### src/rtl/pwm_duty_sequencer.sv
// Shares the PWM core register bus between the host adapter and a duty-cycle
// ramp sequencer; the host always wins and the sequencer writes only into idle bus cycles.
module pwm_duty_sequencer #(
  parameter int unsigned   AW        = 8,
  parameter int unsigned   DW        = 32,
  parameter int unsigned   DBW       = DW / 8,
  parameter int unsigned   HW        = 16,
  parameter logic [AW-1:0] DUTY_ADDR = 8'h08
) (
  input  logic           clk_i,
  input  logic           rst_ni,
  input  logic           host_re_i,
  input  logic           host_we_i,
  input  logic [AW-1:0]  host_addr_i,
  input  logic [DW-1:0]  host_wdata_i,
  input  logic [DBW-1:0] host_be_i,
  output logic [DW-1:0]  host_rdata_o,
  output logic           host_error_o,
  output logic           reg_re_o,
  output logic           reg_we_o,
  output logic [AW-1:0]  reg_addr_o,
  output logic [DW-1:0]  reg_wdata_o,
  output logic [DBW-1:0] reg_be_o,
  input  logic [DW-1:0]  reg_rdata_i,
  input  logic           reg_error_i,
  input  logic           seq_start_i,
  input  logic           seq_abort_i,
  input  logic [DW-1:0]  seq_start_duty_i,
  input  logic [DW-1:0]  seq_end_duty_i,
  input  logic [DW-1:0]  seq_step_i,
  input  logic [HW-1:0]  seq_hold_i,
  output logic           seq_busy_o,
  output logic           seq_done_o,
  output logic           seq_err_o
);

  typedef enum logic [1:0] {
    IDLE  = 2'd0,
    WRITE = 2'd1,
    HOLD  = 2'd2,
    DONE  = 2'd3
  } state_e;

  state_e        state_q, state_d;
  logic [DW-1:0] cur_q, cur_d;
  logic [DW-1:0] end_q, end_d;
  logic [DW-1:0] step_q, step_d;
  logic          up_q, up_d;
  logic [HW-1:0] cnt_q, cnt_d;
  logic          busy_q, busy_d;
  logic          done_q, done_d;
  logic          err_q, err_d;
  logic          host_act_s;
  logic          grant_s;

  // Saturating step toward the target; a zero step or a short remaining gap lands on the target.
  function automatic logic [DW-1:0] next_duty(input logic [DW-1:0] cur,
                                              input logic [DW-1:0] fin,
                                              input logic [DW-1:0] step,
                                              input logic          up);
    logic [DW-1:0] gap;
    gap = up ? (fin - cur) : (cur - fin);
    if ((step == {DW{1'b0}}) || (gap <= step)) begin
      return fin;
    end else if (up) begin
      return cur + step;
    end else begin
      return cur - step;
    end
  endfunction

  assign host_act_s = host_re_i | host_we_i;
  // An abort in the same cycle cancels the pending write.
  assign grant_s    = (state_q == WRITE) & ~host_act_s & ~seq_abort_i;

  // Bus mux: sequencer grant, host pass-through, or a fully quiet bus.
  always_comb begin
    reg_re_o     = 1'b0;
    reg_we_o     = 1'b0;
    reg_addr_o   = {AW{1'b0}};
    reg_wdata_o  = {DW{1'b0}};
    reg_be_o     = {DBW{1'b0}};
    host_rdata_o = reg_rdata_i;
    host_error_o = reg_error_i;
    if (grant_s) begin
      reg_we_o     = 1'b1;
      reg_addr_o   = DUTY_ADDR;
      reg_wdata_o  = cur_q;
      reg_be_o     = {DBW{1'b1}};
      host_rdata_o = {DW{1'b0}};
      host_error_o = 1'b0;
    end else if (host_act_s) begin
      reg_re_o    = host_re_i;
      reg_we_o    = host_we_i;
      reg_addr_o  = host_addr_i;
      reg_wdata_o = host_wdata_i;
      reg_be_o    = host_be_i;
    end else begin
      reg_re_o = 1'b0;
      reg_we_o = 1'b0;
    end
  end

  // Sequencer next-state and pulse generation.
  always_comb begin
    state_d = state_q;
    cur_d   = cur_q;
    end_d   = end_q;
    step_d  = step_q;
    up_d    = up_q;
    cnt_d   = cnt_q;
    err_d   = 1'b0;
    case (state_q)
      IDLE: begin
        if (seq_start_i) begin
          cur_d   = seq_start_duty_i;
          end_d   = seq_end_duty_i;
          step_d  = seq_step_i;
          up_d    = (seq_end_duty_i >= seq_start_duty_i);
          state_d = WRITE;
        end else begin
          state_d = IDLE;
        end
      end
      WRITE: begin
        if (seq_abort_i) begin
          state_d = IDLE;
        end else if (grant_s) begin
          if (reg_error_i) begin
            err_d   = 1'b1;
            state_d = IDLE;
          end else if (cur_q == end_q) begin
            state_d = DONE;
          end else begin
            cnt_d   = seq_hold_i;
            state_d = HOLD;
          end
        end else begin
          state_d = WRITE;
        end
      end
      HOLD: begin
        if (seq_abort_i) begin
          state_d = IDLE;
        end else if (cnt_q == {HW{1'b0}}) begin
          cur_d   = next_duty(cur_q, end_q, step_q, up_q);
          state_d = WRITE;
        end else begin
          cnt_d   = cnt_q - {{(HW-1){1'b0}}, 1'b1};
          state_d = HOLD;
        end
      end
      DONE: begin
        state_d = IDLE;
      end
      default: begin
        state_d = IDLE;
      end
    endcase
    done_d = (state_d == DONE);
    busy_d = (state_d != IDLE);
  end

  // State and datapath registers.
  always_ff @(posedge clk_i or negedge rst_ni) begin
    if (!rst_ni) begin
      state_q <= IDLE;
      cur_q   <= {DW{1'b0}};
      end_q   <= {DW{1'b0}};
      step_q  <= {DW{1'b0}};
      up_q    <= 1'b0;
      cnt_q   <= {HW{1'b0}};
      busy_q  <= 1'b0;
      done_q  <= 1'b0;
      err_q   <= 1'b0;
    end else begin
      state_q <= state_d;
      cur_q   <= cur_d;
      end_q   <= end_d;
      step_q  <= step_d;
      up_q    <= up_d;
      cnt_q   <= cnt_d;
      busy_q  <= busy_d;
      done_q  <= done_d;
      err_q   <= err_d;
    end
  end

  assign seq_busy_o = busy_q;
  assign seq_done_o = done_q;
  assign seq_err_o  = err_q;

endmodule

### config.mk
export PLATFORM = sky130hd
export DESIGN_NAME = pwm_duty_sequencer
export DESIGN_NICKNAME = d
export VERILOG_FILES = /design/src/rtl/pwm_duty_sequencer.sv
export SDC_FILE = /design/constraint.sdc
export NUM_CORES = 1
export LEC_CHECK = 0
export ABC_AREA = 1
export BUFFER_PORTS_ARGS = -buffer_cell sky130_fd_sc_hd__buf_2
export CORE_ASPECT_RATIO = 0.8
export CORE_UTILIZATION = 55
export DETAILED_ROUTE_END_ITERATION = 12
export PLACE_DENSITY = 0.79
export SLEW_MARGIN = 25
export SYNTH_ARGS = -nofsm -noshare
export SYNTH_HDL_FRONTEND = slang
export SYNTH_SLANG_ARGS = --single-unit
### constraint.sdc
create_clock -name clk_i -period 4.85 [get_ports clk_i]
set_input_delay 0.485 -clock clk_i [delete_from_list [all_inputs] [get_ports clk_i]]
set_output_delay 0.485 -clock clk_i [all_outputs]
set_load 0.05 [all_outputs]
After elaboration in Yosys (flattened, before gate mapping). Cells that the tools add are included. Widths: inputs -> output; s select.

Add/sub/neg operators: 5. Order comparisons: 2. Eq/ne operators: 13. Mux-type cells: 38. Bitwise logic cells: 5. Reductions and logical operators: 10.

Operators by type and width (count): $mux 32 (9); $mux 16 (6); $sub 32x32->32 (3); $pmux 32 s2 (1); $add 32x32->32 (1); $eq 32x32->1 (1); $ge 32x32->1 (1); $le 32x32->1 (1); $logic_not 32->1 (1); $pmux 16 s2 (1); $logic_not 16->1 (1); $mux 8 (2); $ne 2x2->1 const B (8); $sub 16x1->16 const B (1); $mux 1 (11); $mux 2 (5); $mux 4 (2); $pmux 2 s4 (1); $reduce_and 7->1 (1); $eq 2x2->1 const B (3); $reduce_bool 2->1 (3); $reduce_and 4->1 (1); $and 1x1->1 (2); $eq 2x1->1 const B (1); 5 further kinds (6).

Bits in registers: 118. Input bits: 195. Output and inout bits: 82. Logic and storage cells: 82.

Depth between registers and ports, before layout. Gate-level depths: netlist of the first run.

Word-level depth: 8. Mapped depth: 29. Mapped depth without buffers: 27.

Least setup slack after synthesis of the first run. OpenSTA, ideal clock, no wires.

Path kind: reg-to-reg. Start point: register cur_q[0]. End point: register cur_q[21]. Setup time: 0.122 ns. Arrival time: 3.408 ns. Required time: 4.728 ns. Path slack: 1.320 ns. Cell stages (with the launch flop): 22. Path buffers: 1. Period minus slack after synthesis: 3.530 ns. Path through: dfrtp_1 -> inv_1 -> ha_1 -> inv_1 -> fa_1 -> inv_1 -> o21ai_0 -> a21oi_1 -> o21ai_0 -> or2_2 -> nand3_1 -> nand2_1 -> xor2_1 -> ha_1 -> nand2_1 -> nor4_1 -> nand2_1 -> nand2_1 -> clkbuf_1 -> nand3_1 -> nand3_1 -> a21oi_1.

Cells in the longest elaborated chain, start to end: 8. Elaborated cells on any way between the ends: 12. Those cells by class: add/sub: 4; order compare: 1; mux: 6; reduce/logical: 1.

RTL lines: start, declared (RTL line 45) `logic [DW-1:0] cur_q, cur_d;`; start signal, assigned (RTL line 168) `cur_q <= {DW{1'b0}};`; start signal, assigned (RTL line 178) `cur_q <= cur_d;`; $sub 32x32->32 (RTL line 62) `gap = up ? (fin - cur) : (cur - fin);`; $mux 32 (RTL line 62); $le 32x32->1 (RTL line 63) `if ((step == {DW{1'b0}}) || (gap <= step)) begin`; $logic_or 1x1->1 (RTL line 63); $mux 32 * (RTL line 63); $mux 32 * (RTL line 145) `end else if (cnt_q == {HW{1'b0}}) begin`; $mux 32 * (RTL line 143) `if (seq_abort_i) begin`; $pmux 32 s2 * (RTL line 113) `case (state_q)`.

Mark *: on every way between the ends. The rest lies on a longest branch, timed or not. The select of a mux whose other input is x is not followed. A chain may end at the register's enable or synchronous reset.

Final worst setup path of the first run.
Start point: register cur_q[8]. End point: register cur_q[22].

The elaborated chain is that of the path after synthesis.

==> results_dict.tcl, run 1 <==
set metrics [dict create \
    status "finished, final reports clean" \
    p_int_mw 4.48 \
    fillCellCount 2482 \
    io_pins 277 \
    ys_ff_latch 118 \
    max-cap-violations 0 \
    cts_buffers 17 \
    yosys_warnings 0 \
    grt_overflow 0 \
    clkSlewWorstSetupHoldPaths_ns 0.07 \
    p_comb_share_pct 74.0 \
    grt_max_degree 94 \
    clockBufferDepth 2 \
    antenna_found_initial 3 \
    path_class "reg -> reg" \
    finalCritPeriodShare_pct 92.0 \
    syn_avg_cell_area_sq_um 5.98 \
    clockRootBuffer "clkbuf_16" \
    cp-startpoint "cur_q[8]" \
    synthToLayoutAreaGrowth_pct 15.7 \
    wl_per_cell_um 20.5 \
    hpwlAfterDp_mm 51.6 \
    h-tree-depth 4 \
    place_congestion 1.09 \
    arrival_ns 4.78 \
    fin_skew_ns 0.0119 \
    drc 0 \
    hold_viol 0 \
    synth.area.top_cells "dfrtp_1 20%, nand2_1 18%, ha_1 13%, inv_1 10%, o21ai_0 7.2%" \
    worstRegToRegCells 21 \
    ys_seq_area_share_pct 20.0 \
    drv_slew 0 \
    worst_slew_pin_slew_ns 1.07 \
    routed_wl_mm 63.5 \
    die-area_sq_mm 0.0275 \
    cts_tree "yes" \
    slew-limit-headroom_pct 28.6 \
    yosysUniqueCellTypes 46 \
    p_leak_nw 9.56 \
    netlist_area_sq_mm 0.0147 \
    r2r_slack_ns 0.39 \
    core_area_sq_mm 0.0263 \
    fin_tns_setup_ns 0 \
    irDropWorstVdd_v 0.000451 \
    syn_inst 2465 \
    syn_nets 2822 \
    die_h_um 148 \
    min_path_cells 3 \
    vias 18200 \
    synthFlopType "dfrtp_1" \
    dr.pass1.iters 6 \
    cp-end-kind "flip-flop" \
    yosysMostFrequentCell "nand2_1" \
    required_ns 5.17 \
    synth_enable_flop_cells 0 \
    fmax_mhz 224 \
    total_power_mw 10.8 \
    nets 3075 \
    path_max_fanout 23 \
    power_frac_seq_pct 14.6 \
    num_rows 53 \
    rr_startpoint "cur_q[8]" \
    async_flop_share_pct 100 \
    setup_viol 0 \
    final_layout_size_suffix_gt1_share_pct 13.3 \
    min_path_type "in -> reg" \
    drt_iter0_drc 2750 \
    p_per_area_mw_per_mm2 635 \
    grt_pass1_wl_mm 93.8 \
    crit_path_start_kind "flip-flop" \
    ant_nets 0 \
    yosys.area.top_type_share_pct 20.0 \
    fin_crit_ns 4.46 \
    insertion_delay_ns 0.44 \
    start_util_pct 56.0 \
    fp.dieW_um 185 \
    via_per_inst 5.88 \
    clock_sinks 118 \
    p_sw_share_pct 58.6 \
    r2r-end "cur_q[22]" \
    p_clk_share_pct 11.4 \
    io_buffers 276 \
    yosysTopAreaCell "dfrtp_1" \
    whs_endpoint "step_q[23]" \
    post-cts-setup-buffer-count 0 \
    grt_pass1_vias 16400 \
    p_switching_mw 6.35 \
    grt_setup_unrepaired "no" \
    track_usage_pct 45.7 \
    synth_commonest_cells "694 x nand2_1, 397 x inv_1, 259 x nor2_1" \
    worstHoldStart "seq_step_i[23]" \
]
[how the worst max path moves through the flow]
stage	to	slack, ns	cells after the start
3_5_place_dp	cur_q[24]	0.14	23
2_1_floorplan	cur_q[21]	1.32	21
4_1_cts	cur_q[16]	0.20	23
3_3_place_gp	cur_q[19]	0.11	23
6_report	cur_q[22]	0.39	21
5_1_grt	cur_q[15]	0.04	22
[cell usage in the layout (no fill, tap or decap), types with 3 or more instances in the layout]
cell type | netlist | routed
inv_6 | 0 | 4
a21boi_0 | 4 | 3
or2_2 | 9 | 9
mux2i_1 | 7 | 7
o21ai_1 | 10 | 11
o211ai_1 | 9 | 9
a31oi_1 | 4 | 4
nor2_2 | 6 | 6
xor2_1 | 54 | 54
xnor2_1 | 21 | 21
nor2_1 | 259 | 259
nand2_1 | 694 | 693
o22ai_1 | 7 | 7
o21ai_0 | 212 | 211
ha_1 | 159 | 159
o21bai_1 | 6 | 6
inv_2 | 7 | 5
clkbuf_16 | 0 | 17
nand3b_1 | 9 | 9
clkinv_2 | 0 | 4
buf_2 | 7 | 275
a21oi_1 | 193 | 193
nor4_1 | 8 | 8
o31ai_1 | 4 | 4
o21a_1 | 5 | 5
nor3_2 | 1 | 3
clkinvlp_4 | 0 | 4
inv_1 | 397 | 397
nand3_1 | 131 | 131
nor3_1 | 18 | 16
nand4_1 | 22 | 22
a21o_1 | 8 | 8
fa_1 | 3 | 3
dfrtp_1 | 118 | 117
buf_4 | 3 | 22
[stage by stage]
stage / area (sq um) / hold WS, ns / util, % / cells / setup slack, ns
final: 17100 / 0.264 / 64.8 / 3090 / 0.390
after detailed placement: 16500 / 0.429 / 62.5 / 3055 / 0.143
after floorplan: 14700 / 0.189 / - / 2465 / 1.32
after global placement: 16500 / 0.425 / 62.5 / 3055 / 0.107
after global routing: 17100 / 0.264 / 64.8 / 3088 / 0.0356
after CTS: 17000 / 0.262 / 64.7 / 3088 / 0.197
[routing by layer]
metal  vias to the layer above  track usage (%)  wire length, um
met5                         -             1.64               84
met4                         6             14.5             2040
met3                       182             17.4             9900
met2                      1286             62.5            25200
met1                      8345             65.2            26200
li1                       8355                -                -
[worst max-delay path: stages (launching register included)]
cell	delay, ns
dfrtp_1	0.44
inv_1	0.11
ha_1	0.40
a21oi_1	0.38
o21a_1	0.23
o21ai_0	0.14
o21ai_0	0.31
nand3_1	0.12
nand2_1	0.14
xor2_1	0.15
inv_1	0.07
ha_1	0.29
nand2_1	0.06
nor2_1	0.12
nand2_1	0.14
nor4_1	0.20
nand2_1	0.13
nand2_1	0.21
buf_6	0.26
nand3_1	0.21
nand3_1	0.14
a21oi_1	0.09
[cell type report]
cell class                      count  area (sq um)  share of cell area [%]
Clock buffer                       19           453                    2.66
Multi-Input combinational cell   1877         10000                    58.7
Tap cell                          357           447                    2.62
Antenna cell                        2          5.00                  0.0293
Timing Repair Buffer              299          1560                    9.16
Sequential cell                   118          2950                    17.3
Clock inverter                     13          97.6                   0.572
Inverter                          405          1520                    8.93
[state kept, by name, summed over array words and instances (netlist names)]
name        flops
cur_q          32
end_q          32
step_q         32
cnt_q          16
state_q         2
seq_busy_o      1
seq_done_o      1
seq_err_o       1
up_q            1
[logic make-up (layout without fill, tap and decap cells)]
family,after synthesis,in the layout,synth area share [%]
compound gates,467,467,16.7
mux,7,7,0.475
fa+ha+maj,162,162,13.9
other cells,0,2,0
simple gates,1166,1166,32.2
buf+inv,470,736,12.2
xor+xnor,75,75,4.46
flops,118,118,20.0
[repair_timing]
action                     CTS  global route
pin swaps                    0             0
setup endpoints to repair    1            32
hold buffers                 1             0
hold endpoints to repair    26             0
resized for setup            1             8
[power groups by stage]
stage / logic [mW] / clock network (mW) / registers [mW]
after global routing: 8.72 / 1.26 / 1.60
after detailed placement: 7.58 / 0 / 1.56
final: 8.01 / 1.23 / 1.58
after CTS: 7.65 / 1.22 / 1.55
after global placement: 7.47 / 0 / 1.54
after floorplan: 5.35 / 0 / 1.46
(Power assumes the default switching activity.)
==> run 2: changes to the inputs <==
--- a/config.mk
+++ b/config.mk
@@ -7,7 +7,6 @@
 export LEC_CHECK = 0
 export ABC_AREA = 1
 export BUFFER_PORTS_ARGS = -buffer_cell sky130_fd_sc_hd__buf_2
-export CORE_ASPECT_RATIO = 0.8
 export CORE_UTILIZATION = 55
 export DETAILED_ROUTE_END_ITERATION = 12
 export PLACE_DENSITY = 0.79
==> run 2 against run 1 <==
Net effect: the flow now finishes with violations (DRC); combinational power about the same; maximum frequency decreased by 3.3%; clock power increased by 9%; die area about the same; utilization about the same; non-clock buffer count decreased by 6; cell area decreased by 0.41%; global-route usage decreased by 2.5 points; clock skew increased by 0.0062 ns; first-iteration DRC count decreased by 22%; count of clock-buffer cells in the layout decreased by 2; routed wire length decreased by 6.2%; critical path type unchanged; largest cell class unchanged.
==> results_dict.tcl, run 2 (synthesis gave the netlist of run 1 again) <==
set metrics [dict create \
    min_path_cells 3 \
    fin_tns_setup_ns 0 \
    worst_slew_pin_slew_ns 0.987 \
    track_usage_pct 43.2 \
    arrival_ns 4.96 \
    io_pins 277 \
    slew-limit-headroom_pct 33.5 \
    setup_ws_ns 0.240 \
    antenna_found_initial 3 \
    dr.pass1.iters 10 \
    cp-end-kind "flip-flop" \
    wl_per_cell_um 19.4 \
    globalRouteMet2Util_pct 68.3 \
    fmax_mhz 217 \
    final_layout_size_suffix_gt1_share_pct 13.0 \
    post-cts-setup-buffer-count 0 \
    use_met3_pct 12.2 \
    clockBufferDepth 2 \
    place_area_sq_mm 0.0164 \
    grt_max_degree 76 \
    die_h_um 166 \
    drv_slew 0 \
    h-tree-depth 4 \
    clockRootBuffer "clkbuf_16" \
    violations "DRC" \
    worstRegToRegCells 22 \
    holdWs_ns 0.240 \
    path_class "reg -> reg" \
    p_leak_nw 9.54 \
    status "finished with violations" \
    placed_cells 3027 \
    grt_pass1_vias 16800 \
    design_area_sq_mm 0.0170 \
    clock_sinks 118 \
    fin_skew_ns 0.0181 \
    p_per_area_mw_per_mm2 640 \
    core_area_sq_mm 0.0262 \
    path_max_fanout 23 \
    fin_crit_ns 4.61 \
    drc 3 \
    place_ws_ns 0.282 \
    top_regs "cur_q (32), end_q (32), step_q (32)" \
    clkSlewWorstSetupHoldPaths_ns 0.08 \
    hpwlAfterDp_mm 48.5 \
    cts_buffers 17 \
    use_met1_pct 56.4 \
    required_ns 5.20 \
    max-cap-violations 0 \
    layout.cells.non_filler 3060 \
    routed_wl_mm 59.5 \
    final_cell_mix "693 x nand2_1, 397 x inv_1, 275 x buf_2" \
    via_per_inst 5.77 \
    num_rows 59 \
    total_power_mw 10.9 \
    cts_tree "yes" \
    ant_nets 0 \
    hold_viol 0 \
    grt_setup_unrepaired "no" \
    io_buffers 276 \
    finalCritPeriodShare_pct 95.1 \
    irDropWorstVdd_v 0.000391 \
    vias 17700 \
    layout_commonest_cell "nand2_1" \
    top_usage_layer "met2" \
    min_path_type "in -> reg" \
    grt_pass1_wl_mm 91.8 \
    setup_viol 0 \
    fp.dieW_um 166 \
    insertion_delay_ns 0.45 \
    start_util_pct 56.3 \
    diodes 0 \
    synthToLayoutAreaGrowth_pct 15.2 \
    place_congestion 1.07 \
    crit_path_start_kind "flip-flop" \
    drt_iter0_drc 2137 \
    grt_overflow 0 \
    utilization_pct 64.8 \
    die-area_sq_mm 0.0275 \
    nets 3069 \
]
==> run 2: final cells by class <==
type	count	area, sq um
inverters	405	1520
well taps	335	419
repair buffers	293	1520
multi-input cells	1877	9990
clock buffers	17	425
clock inverters	15	153
fillers	2460	9220
flip-flops and latches	118	2950
==> run 2: power by group <==
group / internal [mW] / leakage [nW] / switching [mW]
registers: 1.24 / 1.42 / 0.298
clock network: 0.688 / 0.277 / 0.651
logic: 2.54 / 7.84 / 5.45
total: 4.47 / 9.54 / 6.40
==> run 2: worst paths after layout <==
| path | from | endpoint | slack (ns) |
|---|---|---|---|
| setup / recovery | cur_q[0] | cur_q[23] | 0.24 |
| hold / removal | seq_step_i[1] | step_q[1] | 0.24 |
| setup reg to reg | cur_q[0] | cur_q[23] | 0.24 |
| hold reg to reg | cnt_q[2] | cnt_q[2] | 0.52 |
| max in group asynchronous | rst_ni | step_q[17] | 3.34 |
| min in group asynchronous | rst_ni | cur_q[5] | 0.48 |
==> run 2: routing by layer <==
metal | vias to the layer above | part of all wire [%]
li1 | 8354 | -
met1 | 8216 | 42
met3 | 159 | 11
met5 | - | 0.050
met4 | 4 | 3.5
met2 | 931 | 44
==> run 2: timing repair <==
item,CTS,global route
gates resized for setup,0,7
hold buffers,1,0
hold endpoints to repair,20,0
setup endpoints to repair,0,32
==> run 2: critical path: stages, from the launching register on <==
cell and delay [ns]:
dfrtp_1 0.41, inv_1 0.10, ha_1 0.31, inv_1 0.09, fa_1 0.36, inv_1 0.11
o21ai_0 0.20, a21oi_1 0.23, o21ai_0 0.16, or2_2 0.32, nand3_1 0.12, nand2_1 0.10
xor2_1 0.23, ha_1 0.28, nand2_1 0.13, o21a_1 0.16, nand2_1 0.05, a21oi_1 0.19
nand2_1 0.20, buf_4 0.28, nand3_1 0.22, nand3_1 0.10, a21oi_1 0.19
